--- config.mk ---
export PLATFORM = sky130hd
export DESIGN_NAME = mem_arbiter
export DESIGN_NICKNAME = d
export VERILOG_FILES = /design/src/rtl/mem_arbiter.sv
export SDC_FILE = /design/constraint.sdc
export NUM_CORES = 1
export LEC_CHECK = 0
export CAP_MARGIN = 20
export CORE_AREA = 4 4 109 111
export DETAILED_ROUTE_END_ITERATION = 12
export DIE_AREA = 0 0 113 115
export PLACE_DENSITY_LB_ADDON = 0.25
export RECOVER_POWER = 25
export SETUP_SLACK_MARGIN = 0.5
export SLEW_MARGIN = 10
export SYNTH_ARGS = -nofsm -noshare
export SYNTH_HDL_FRONTEND = slang
export SYNTH_SLANG_ARGS = --single-unit
export TNS_END_PERCENT = 100
--- constraint.sdc ---
create_clock -name clk -period 1.9 [get_ports clk]
set_input_delay 0.57 -clock clk [delete_from_list [all_inputs] [get_ports clk]]
set_output_delay 0.57 -clock clk [all_outputs]
set_load 0.02 [all_outputs]
--- src/rtl/mem_arbiter.sv ---
// Two-requester arbiter sharing one memory port between IFU (read-only) and LSU (read/write).
// Fixed LSU priority by default; define ARB_RR_EN for round-robin arbitration on ties.
module mem_arbiter #(
  parameter int unsigned AW = 32,
  parameter int unsigned DW = 32
) (
  input  logic            clk,
  input  logic            rst,
  // IFU
  input  logic            ifu_req_valid,
  output logic            ifu_req_ready,
  input  logic [AW-1:0]   ifu_addr,
  output logic            ifu_resp_valid,
  input  logic            ifu_resp_ready,
  output logic [DW-1:0]   ifu_rdata,
  output logic            ifu_resp_err,
  // LSU
  input  logic            lsu_req_valid,
  output logic            lsu_req_ready,
  input  logic [AW-1:0]   lsu_addr,
  input  logic            lsu_wen,
  input  logic [DW-1:0]   lsu_wdata,
  input  logic [DW/8-1:0] lsu_wstrb,
  output logic            lsu_resp_valid,
  input  logic            lsu_resp_ready,
  output logic [DW-1:0]   lsu_rdata,
  output logic            lsu_resp_err,
  // Memory slave
  output logic            mem_req_valid,
  input  logic            mem_req_ready,
  output logic [AW-1:0]   mem_addr,
  output logic            mem_wen,
  output logic [DW-1:0]   mem_wdata,
  output logic [DW/8-1:0] mem_wstrb,
  input  logic            mem_resp_valid,
  output logic            mem_resp_ready,
  input  logic [DW-1:0]   mem_rdata,
  input  logic            mem_resp_err,
  output logic            busy
);

  typedef enum logic [1:0] {StIdle, StReq, StResp} state_e;

  state_e state_q, state_d;
  logic   own_q, own_d;  // 0 = IFU, 1 = LSU
  logic   winner;
  logic   req_hs, resp_hs;

`ifdef ARB_RR_EN
  logic last_grant_q, last_grant_d;

  // On a tie, favour whoever was not granted last.
  always_comb begin
    if (ifu_req_valid && lsu_req_valid) begin
      winner = ~last_grant_q;
    end else begin
      winner = lsu_req_valid;
    end
  end

  always_ff @(posedge clk) begin
    if (rst) begin
      last_grant_q <= 1'b0;
    end else begin
      last_grant_q <= last_grant_d;
    end
  end
`else
  assign winner = lsu_req_valid;
`endif

  always_ff @(posedge clk) begin
    if (rst) begin
      state_q <= StIdle;
      own_q   <= 1'b0;
    end else begin
      state_q <= state_d;
      own_q   <= own_d;
    end
  end

  assign req_hs  = (state_q == StReq) && mem_req_ready &&
                   (own_q ? lsu_req_valid : ifu_req_valid);
  assign resp_hs = (state_q == StResp) && mem_resp_valid &&
                   (own_q ? lsu_resp_ready : ifu_resp_ready);
  assign busy    = (state_q != StIdle);

  always_comb begin
    state_d        = state_q;
    own_d          = own_q;
`ifdef ARB_RR_EN
    last_grant_d   = last_grant_q;
`endif
    ifu_req_ready  = 1'b0;
    lsu_req_ready  = 1'b0;
    ifu_resp_valid = 1'b0;
    lsu_resp_valid = 1'b0;
    ifu_rdata      = '0;
    lsu_rdata      = '0;
    ifu_resp_err   = 1'b0;
    lsu_resp_err   = 1'b0;
    mem_req_valid  = 1'b0;
    mem_addr       = '0;
    mem_wen        = 1'b0;
    mem_wdata      = '0;
    mem_wstrb      = '0;
    mem_resp_ready = 1'b0;

    unique case (state_q)
      StIdle: begin
        if (ifu_req_valid || lsu_req_valid) begin
          own_d        = winner;
          state_d      = StReq;
`ifdef ARB_RR_EN
          last_grant_d = winner;
`endif
        end
      end
      StReq: begin
        if (own_q) begin
          mem_req_valid = lsu_req_valid;
          lsu_req_ready = mem_req_ready;
          mem_addr      = lsu_addr;
          mem_wen       = lsu_wen;
          mem_wdata     = lsu_wdata;
          mem_wstrb     = lsu_wstrb;
        end else begin
          mem_req_valid = ifu_req_valid;
          ifu_req_ready = mem_req_ready;
          mem_addr      = ifu_addr;
        end
        if (req_hs) state_d = StResp;
      end
      StResp: begin
        if (own_q) begin
          lsu_resp_valid = mem_resp_valid;
          lsu_rdata      = mem_rdata;
          lsu_resp_err   = mem_resp_err;
          mem_resp_ready = lsu_resp_ready;
        end else begin
          ifu_resp_valid = mem_resp_valid;
          ifu_rdata      = mem_rdata;
          ifu_resp_err   = mem_resp_err;
          mem_resp_ready = ifu_resp_ready;
        end
        if (resp_hs) state_d = StIdle;
      end
      default: state_d = StIdle;
    endcase
  end

endmodule

* Word level (Yosys, flattened, before mapping)
Cells that the tools add are included.
** Word-level totals
- Bits in registers :: 3
- Bits of input ports :: 142
- Word-level logic and storage cells :: 48
** Operators by class
- Eq/ne operators :: 5
- Mux-type cells :: 32
- Reduce and logical (&&, ||, !) cells :: 9
** Operators by type and width (count)
- two-way mux 32 bit :: 8
- two-way mux 1 bit :: 18
- two-way mux 4 bit :: 2
- two-way mux 2 bit :: 3
- != test 2 bit (second input constant) :: 3
- one-hot mux 2 bit (3 select lines) :: 1
- logical AND 1 bit :: 4
- AND reduction 3 bit :: 1
- equality test 2 x 1 -> 1 bit (second input constant) :: 1
- equality test 2 bit (second input constant) :: 1
- logical NOT 2 bit :: 1
- AND reduction 2 bit :: 1
- nonzero test 2 bit :: 1
- logical OR 1 bit :: 1

* Depth between registers and ports, before layout
Gate-level depths: netlist (run 1).
- Word-level depth :: 5
- Depth in mapped cells :: 5

* Worst setup path after synthesis (run 1)
Ideal clock, no wire load.
- Path type :: register to output
- From :: register own_q
- To :: output port mem_addr[29]
- Arrival :: 1.185 ns
- Path slack :: 0.145 ns
- Cell stages (with the launch flop) :: 6
- Path through :: dfxtp_1 -> buf_6 -> inv_2 -> nor3b_4 -> clkbuf_2 -> a22o_1
** Between the ends
- Cells in the longest elaborated chain, start to end :: 2
** RTL lines
- start: declaration :: RTL line 45 : logic own_q, own_d;
- start signal: assignment :: RTL line 78 : own_q <= own_d;
- two-way mux 32 bit :: RTL line 120 : if (own_q) begin
- two-way mux 32 bit :: RTL line 109 : unique case (state_q)
- end: declaration :: RTL line 31 : output logic [AW-1:0] mem_addr,
No other way between the ends.

* Worst setup path in the final report (run 1)
- From :: register own_q
- To :: output port mem_addr[13]
The elaborated chain is that of the path after synthesis.

==> results of run 1 <==
[layout by cell type (no fill, tap or decap), types with 3 or more instances in the layout]
cell type,n
sky130_fd_sc_hd__clkbuf_16,4
sky130_fd_sc_hd__buf_12,6
sky130_fd_sc_hd__clkdlybuf4s50_1,125
sky130_fd_sc_hd__buf_6,125
sky130_fd_sc_hd__and2_4,46
sky130_fd_sc_hd__buf_4,43
sky130_fd_sc_hd__and2_2,59
sky130_fd_sc_hd__nor2_4,3
sky130_fd_sc_hd__dlygate4sd2_1,11
sky130_fd_sc_hd__clkbuf_4,4
sky130_fd_sc_hd__clkbuf_8,3
sky130_fd_sc_hd__buf_16,8
sky130_fd_sc_hd__a22o_1,30
[worst max-delay path, cell delays in order (launching register included)]
cell                      delay [ns]
sky130_fd_sc_hd__dfxtp_2        0.33
sky130_fd_sc_hd__buf_6          0.14
sky130_fd_sc_hd__nor3b_4        0.19
sky130_fd_sc_hd__buf_4          0.15
sky130_fd_sc_hd__buf_12         0.14
sky130_fd_sc_hd__a22o_1         0.19
sky130_fd_sc_hd__buf_6          0.13
[final cells by class]
class,instances,area (µm²),share of cell area
Timing Repair Buffer,334,3630,0.684
Multi-Input combinational cell,158,1380,0.259
Tap cell,140,175,0.0330
Sequential cell,3,66.3,0.0125
Clock buffer,4,45.0,0.00849
Inverter,3,13.8,0.00259
[worst max path at each step]
stage,start,cells past startpoint,to
floorplan,own_q,5,mem_addr[0]
global placement,ifu_req_valid,4,mem_req_valid
detailed placement,ifu_req_valid,4,mem_req_valid
CTS,own_q,6,mem_addr[13]
global route,own_q,6,mem_addr[19]
finish,own_q,6,mem_addr[13]
[state kept, by name (all words and copies together) (netlist names)]
| name | flops |
|---|---|
| state_q | 2 |
| own_q | 1 |
[layer usage]
metal | track usage | vias up | part of all wire
met2 | 0.326 | 175 | 0.55
met4 | 0.0329 | 0 | 0.013
met5 | 0 | - | 0
li1 | - | 1257 | -
met3 | 0.0579 | 8 | 0.11
met1 | 0.160 | 1184 | 0.33
[per-stage QoR]
stage | setup WS, ns | std cells | utilization
4_1_cts | -0.165 | 634 | 0.473
3_3_place_gp | -0.623 | 605 | 0.420
2_1_floorplan | 0.167 | 182 | -
6_report | -0.170 | 642 | 0.492
5_1_grt | -0.222 | 642 | 0.492
3_5_place_dp | -0.652 | 605 | 0.420
[cells by family (layout without fill, tap and decap cells)]
| kind of cell | Yosys count | after routing | synth area share |
|---|---|---|---|
| flip-flops | 3 | 3 | 0.0469 |
| AND/OR/NAND/NOR | 120 | 120 | 0.603 |
| AO/OA/AOI/OAI | 36 | 36 | 0.239 |
| buffers and inverters | 21 | 341 | 0.0919 |
| multiplexers | 2 | 2 | 0.0195 |
[power by group through the flow]
| stage | clock, W | combinational, W | sequential [W] |
|---|---|---|---|
| finish | 0.000188 | 0.00114 | 0.0000768 |
| global route | 0.000202 | 0.00120 | 0.0000771 |
| CTS | 0.000190 | 0.00111 | 0.0000758 |
| detailed placement | 0 | 0.000944 | 0.0000762 |
| global placement | 0 | 0.000937 | 0.0000758 |
| floorplan | 0 | 0.000360 | 0.0000732 |
[repair_timing]
| item | in CTS | in global routing |
|---|---|---|
| setup endpoints to repair | 144 | 144 |
| resized for setup | 830 | 86 |
| setup buffers | 17 | 4 |
| gates cloned | 8 | 4 |
| pin swaps | 12 | 8 |
==> key figures, run 1 <==
Clock network
  – Count of hold-fix buffers inserted at cts: 0
  – Clock latency on the worst-skew pair: 0.22 ns
  – CTS tree: built
  – Clock-pin transition on the worst setup and hold timing paths: 0.03 ns
  – Level count of the clock H-tree: 1
  – Number of buffers inserted during clock tree synthesis: 3
  – Root buffer cell: sky130_fd_sc_hd__clkbuf_8
  – Maximum buffer depth of the clock tree: 2
  – Number of clock sinks: 3

STA
  – Final setup vio count: 137
  – Final worst-path cycle share: 1.09
  – Fin worst setup slack: -0.170 ns
  – Final hold violation count: 0
  – Unrepaired setup endpoints after global routing: true
  – Total Neg Setup Slack: -13.56 ns
  – Max-slew violation count: 0
  – Top achievable clock speed: 0.483 GHz
  – Post-Route Skew: 0.00494 ns
  – Transition time at the pin with the least slew margin: 0.258 ns
  – Headroom to the max-slew limit: 0.827
  – Period minus WS final: 2.07 ns
  – Worst Hold Margin: 0.663 ns

Logic synthesis
  – Synth Cell Area: 1280 µm²
  – Cell with the most instances after synthesis: sky130_fd_sc_hd__and2_1
  – Share of flip-flops with an asynchronous set or reset after synthesis: 0
  – Fraction of post-synthesis cell area in the top cell type by area: 0.513
  – Area leader, netlist: sky130_fd_sc_hd__and2_1
  – Net count of the mapped netlist: 324
  – Number of unique standard cell types used by synthesis: 23
  – Fraction of the yosys area taken by sequential cells: 0.0469
  – Mean instance size in the synthesized netlist: 7.03 µm²
  – Primary flip-flop cell chosen by synthesis mapping: sky130_fd_sc_hd__dfxtp_1
  – Flop and latch count out of synthesis: 3
  – Count of flip-flops with a built-in enable after synthesis: 0
  – Biggest area contributors in the synthesized netlist: sky130_fd_sc_hd__and2_1 51%, sky130_fd_sc_hd__a22o_1 22%, sky130_fd_sc_hd__dfxtp_1 4.7%, sky130_fd_sc_hd__clkbuf_2 3.9%, sky130_fd_sc_hd__nor3b_4 2.9%
  – Most frequent cells after synthesis: 105 x sky130_fd_sc_hd__and2_1, 32 x sky130_fd_sc_hd__a22o_1, 10 x sky130_fd_sc_hd__clkbuf_2
  – Syn. warnings: 0
  – Cell count after synthesis: 182

Critical path
  – Register-to-Register Path Depth: 6
  – Required time reported for the critical path endpoint: 1.33 ns
  – Highest fanout seen on the critical path: 17
  – Setup slack of the most critical reg-to-reg path: 0.38 ns
  – End of the worst register-to-register path: state_q[0]
  – Worst path arrival time: 1.50 ns
  – Category of the most critical setup path: reg2out
  – Sort of element at the end of the critical path: primary output
  – Sort of element at the start of the critical path: flip-flop
  – RR Startpoint: own_q

Drt
  – Via count normalized by instance count: 4.09
  – Drt drc: 0
  – WL/cell: 18.6 µm
  – Total wire length: 11.9 mm
  – Detailed router's first-iteration violation count: 73
  – Vias: 2,624
  – Final antenna-violating net count: 0
  – Iteration count of the initial detailed-routing pass: 4

Die
  – Placeable core region: 10,800 µm²
  – Total I/O pin count: 284
  – Area of the die: 13,000 µm²
  – Initial Utilization: 0.119
  – Die Height: 115 µm
  – Number of rows in the core area: 38
  – Die Span X: 113 µm

Power
  – Power, Total: 0.00141 W
  – Logic gate share of total power: 0.812
  – Clock Power Share: 0.133
  – Switching power as a share of total power: 0.348
  – Switching power of the nets: 0.000489 W
  – Pleak: 2.48 nW
  – Reg power frac: 0.055
  – P per Cell Area: 265 nW/µm²
  – Worst IR Drop VDD: 0.185 mV
  – Internal power consumption: 0.000918 W

Final layout
  – Layout area overhead: 314%
  – Proportion of layout cells with a drive suffix above 1: 0.641
  – Design area: 5310 µm²
  – Number of nets in the final layout: 645
  – Antenna Diode Count: 0
  – Layout fillers: 1,005

Place
  – Port-buffer cells: 283
  – Gp weighted congestion: 0.843
  – Dpl cell area: 4530 µm²
  – Detail Placement HPWL: 8.33 mm

GRT
  – Overall track demand over capacity in global routing: 0.163
  – Initial antenna violation count: 0
  – Vias in the first global route: 2,835
  – Largest net degree at the start of global routing: 34
  – First-pass GRT wire length: 16.5 mm
  – Leftover overflow at the end of global routing: 0

Flow run
  – Max-capacitance violation count: 0

Hold path
  – Start point of the worst hold path: state_q[0]
  – Cell count of the worst hold path: 3
  – Tightest Hold Check Type: reg2reg
  – Hold-critical path endpoint: state_q[1]

Outcome
  – Status: complete, but fails checks
  – Violated checks: setup timing
No activity file was read; power rests on OpenSTA's default activity.
==> run 2, diff against run 1 <==
--- a/config.mk
+++ b/config.mk
@@ -6,9 +6,9 @@
 export NUM_CORES = 1
 export LEC_CHECK = 0
 export CAP_MARGIN = 20
-export CORE_AREA = 4 4 109 111
+export CORE_AREA = 2 2 110 112
 export DETAILED_ROUTE_END_ITERATION = 12
-export DIE_AREA = 0 0 113 115
+export DIE_AREA = 0 0 112 114
 export PLACE_DENSITY_LB_ADDON = 0.25
 export RECOVER_POWER = 25
 export SETUP_SLACK_MARGIN = 0.5
==> run 2 against run 1 <==
The flow still finishes with violations (setup timing); sequential power is 0.9% lower; critical path depth grew 1; global-route usage shrank 0.42 points; clock skew shrank 0.0046 ns; wire length fell by 0.75%; non-clock buffer count down 3; die area fell by 1.7%.
==> key figures, run 2 (same netlist as run 1, synthesis figures left out) <==
Outcome
  – Status: complete, but fails checks
  – Violated checks: setup timing

Drt
  – Wire length on met1: 3.85 mm
  – WL/cell: 18.3 µm
  – Final antenna-violating net count: 0
  – Via count normalized by instance count: 4.14
  – Top sig layer: met4
  – Drt drc: 0
  – Met2 wire len: 6.84 mm
  – Total wire length: 11.8 mm
  – Iteration count of the initial detailed-routing pass: 4
  – Detailed router's first-iteration violation count: 81
  – Total length of routed met3 wires: 1.10 mm
  – Vias: 2,674

Die
  – Total I/O pin count: 284
  – Initial Utilization: 0.109
  – Die Span X: 112 µm
  – Number of rows in the core area: 40
  – Die Height: 114 µm
  – Area of the die: 12,800 µm²
  – Placeable core region: 11,700 µm²

Power
  – Worst IR Drop VDD: 0.179 mV
  – P per Cell Area: 288 nW/µm²
  – Pleak: 2.55 nW

Final layout
  – Number of nets in the final layout: 642
  – Final core occ: 0.476
  – Number of standard cells in the final layout excluding fillers: 646
  – Proportion of layout cells with a drive suffix above 1: 0.639
  – Biggest register: state_q
  – Multi-input combinational cell area: 1440 µm²
  – Design area: 5570 µm²
  – Largest register FFs: 2
  – Layout fillers: 1,085
  – Leading cell types in the layout, fill and taps excluded: 153 x sky130_fd_sc_hd__buf_6, 121 x sky130_fd_sc_hd__clkdlybuf4s50_1, 94 x sky130_fd_sc_hd__and2_4, 30 x sky130_fd_sc_hd__a22o_1, 18 x sky130_fd_sc_hd__dlygate4sd2_1
  – Top flop regs: state_q: 2 flops, own_q: 1 flops
  – Most common cell after layout, fill and taps aside: sky130_fd_sc_hd__buf_6
  – Sequential cell area: 68.8 µm²
  – Layout area overhead: 335%
  – Antenna Diode Count: 0

Critical path
  – Required time reported for the critical path endpoint: 1.33 ns
  – Category of the most critical setup path: reg2out
  – Highest fanout seen on the critical path: 8
  – Worst path arrival time: 1.51 ns
  – RR Startpoint: own_q
  – Sort of element at the start of the critical path: flip-flop
  – Crit path from: state_q[0]
  – Sort of element at the end of the critical path: primary output

Place
  – Gp weighted congestion: 0.744
  – Dpl cell area: 4530 µm²
  – Detail Placement HPWL: 7.45 mm
  – Port-buffer cells: 283
  – Number of instances in the placed design: 610

GRT
  – Vias in the first global route: 2,809
  – First-pass GRT wire length: 15.8 mm
  – Initial antenna violation count: 0
  – Leftover overflow at the end of global routing: 0
  – Overall track demand over capacity in global routing: 0.159
  – Largest net degree at the start of global routing: 34

STA
  – Fin worst setup slack: -0.176 ns
  – Post-Route Skew: 0.000373 ns
  – Unrepaired setup endpoints after global routing: true
  – Final hold violation count: 0
  – Period minus WS final: 2.08 ns
  – Headroom to the max-slew limit: 0.750
  – Total Neg Setup Slack: -15.59 ns
  – Top achievable clock speed: 0.482 GHz
  – Final worst-path cycle share: 1.09
  – Final setup vio count: 139
  – Transition time at the pin with the least slew margin: 0.372 ns
  – Max-slew violation count: 0

Hold path
  – Tightest Hold Check Type: reg2reg
  – Start point of the worst hold path: state_q[1]

Clock network
  – Maximum buffer depth of the clock tree: 2
  – Clock-pin transition on the worst setup and hold timing paths: 0.03 ns
  – Count of hold-fix buffers inserted at cts: 0
  – Number of buffers inserted during clock tree synthesis: 3
  – Clock latency on the worst-skew pair: 0.23 ns
  – Root buffer cell: sky130_fd_sc_hd__clkbuf_16
  – Level count of the clock H-tree: 1
  – CTS tree: built
  – Number of clock sinks: 3

Flow run
  – Max-capacitance violation count: 0
==> run 2: report_power, final <==
part           internal (W)  switching [W]  total [W]
sequential        0.0000686     0.00000754  0.0000761
clock              0.000278      0.0000656   0.000343
combinational      0.000727       0.000456    0.00118
==> run 2: final timing paths <==
kind | end | depth (start not counted) | slack (ns)
setup / recovery | ifu_rdata[7] | 7 | -0.18
hold / removal | state_q[0] | 3 | 0.71
setup reg to reg | state_q[0] | 7 | 0.31
hold reg to reg | state_q[0] | 3 | 0.71
==> run 2: cell type report <==
class,count,share of cell area
Tap cell,147,0.0330
Multi-Input combinational cell,158,0.259
Clock buffer,4,0.0141
Inverter,3,0.00247
Sequential cell,3,0.0123
Timing Repair Buffer,331,0.679
==> run 2: stage by stage <==
stage	setup slack (ns)	total power [W]	hold slack, ns
floorplan	0.167	0.000433	0.531
global placement	-0.637	0.00101	0.683
detailed placement	-0.654	0.00101	0.704
CTS	-0.168	0.00153	0.643
global route	-0.242	0.00167	0.728
finish	-0.176	0.00160	0.713
==> run 2: routing by layer <==
metal / up-vias / global-route usage
met1: 1244 / 0.154
met2: 173 / 0.336
met3: 6 / 0.0446
met4: 0 / 0.0203
met5: - / 0
li1: 1251 / -
==> run 2: critical path: stages (launching register included) <==
cell                        delay (ns)
sky130_fd_sc_hd__dfxtp_4          0.34
sky130_fd_sc_hd__nand2b_4         0.16
sky130_fd_sc_hd__nor2_4           0.16
sky130_fd_sc_hd__buf_12           0.12
sky130_fd_sc_hd__buf_12           0.10
sky130_fd_sc_hd__clkbuf_16        0.14
sky130_fd_sc_hd__and2_4           0.14
sky130_fd_sc_hd__buf_6            0.11
==> run 2: timing repair <==
item | 4_1_cts | 5_1_grt
pin swaps | 44 | 33
setup endpoints to repair | 144 | 144
gates cloned | 10 | 6
resized for setup | 867 | 134
setup buffers | 9 | 7
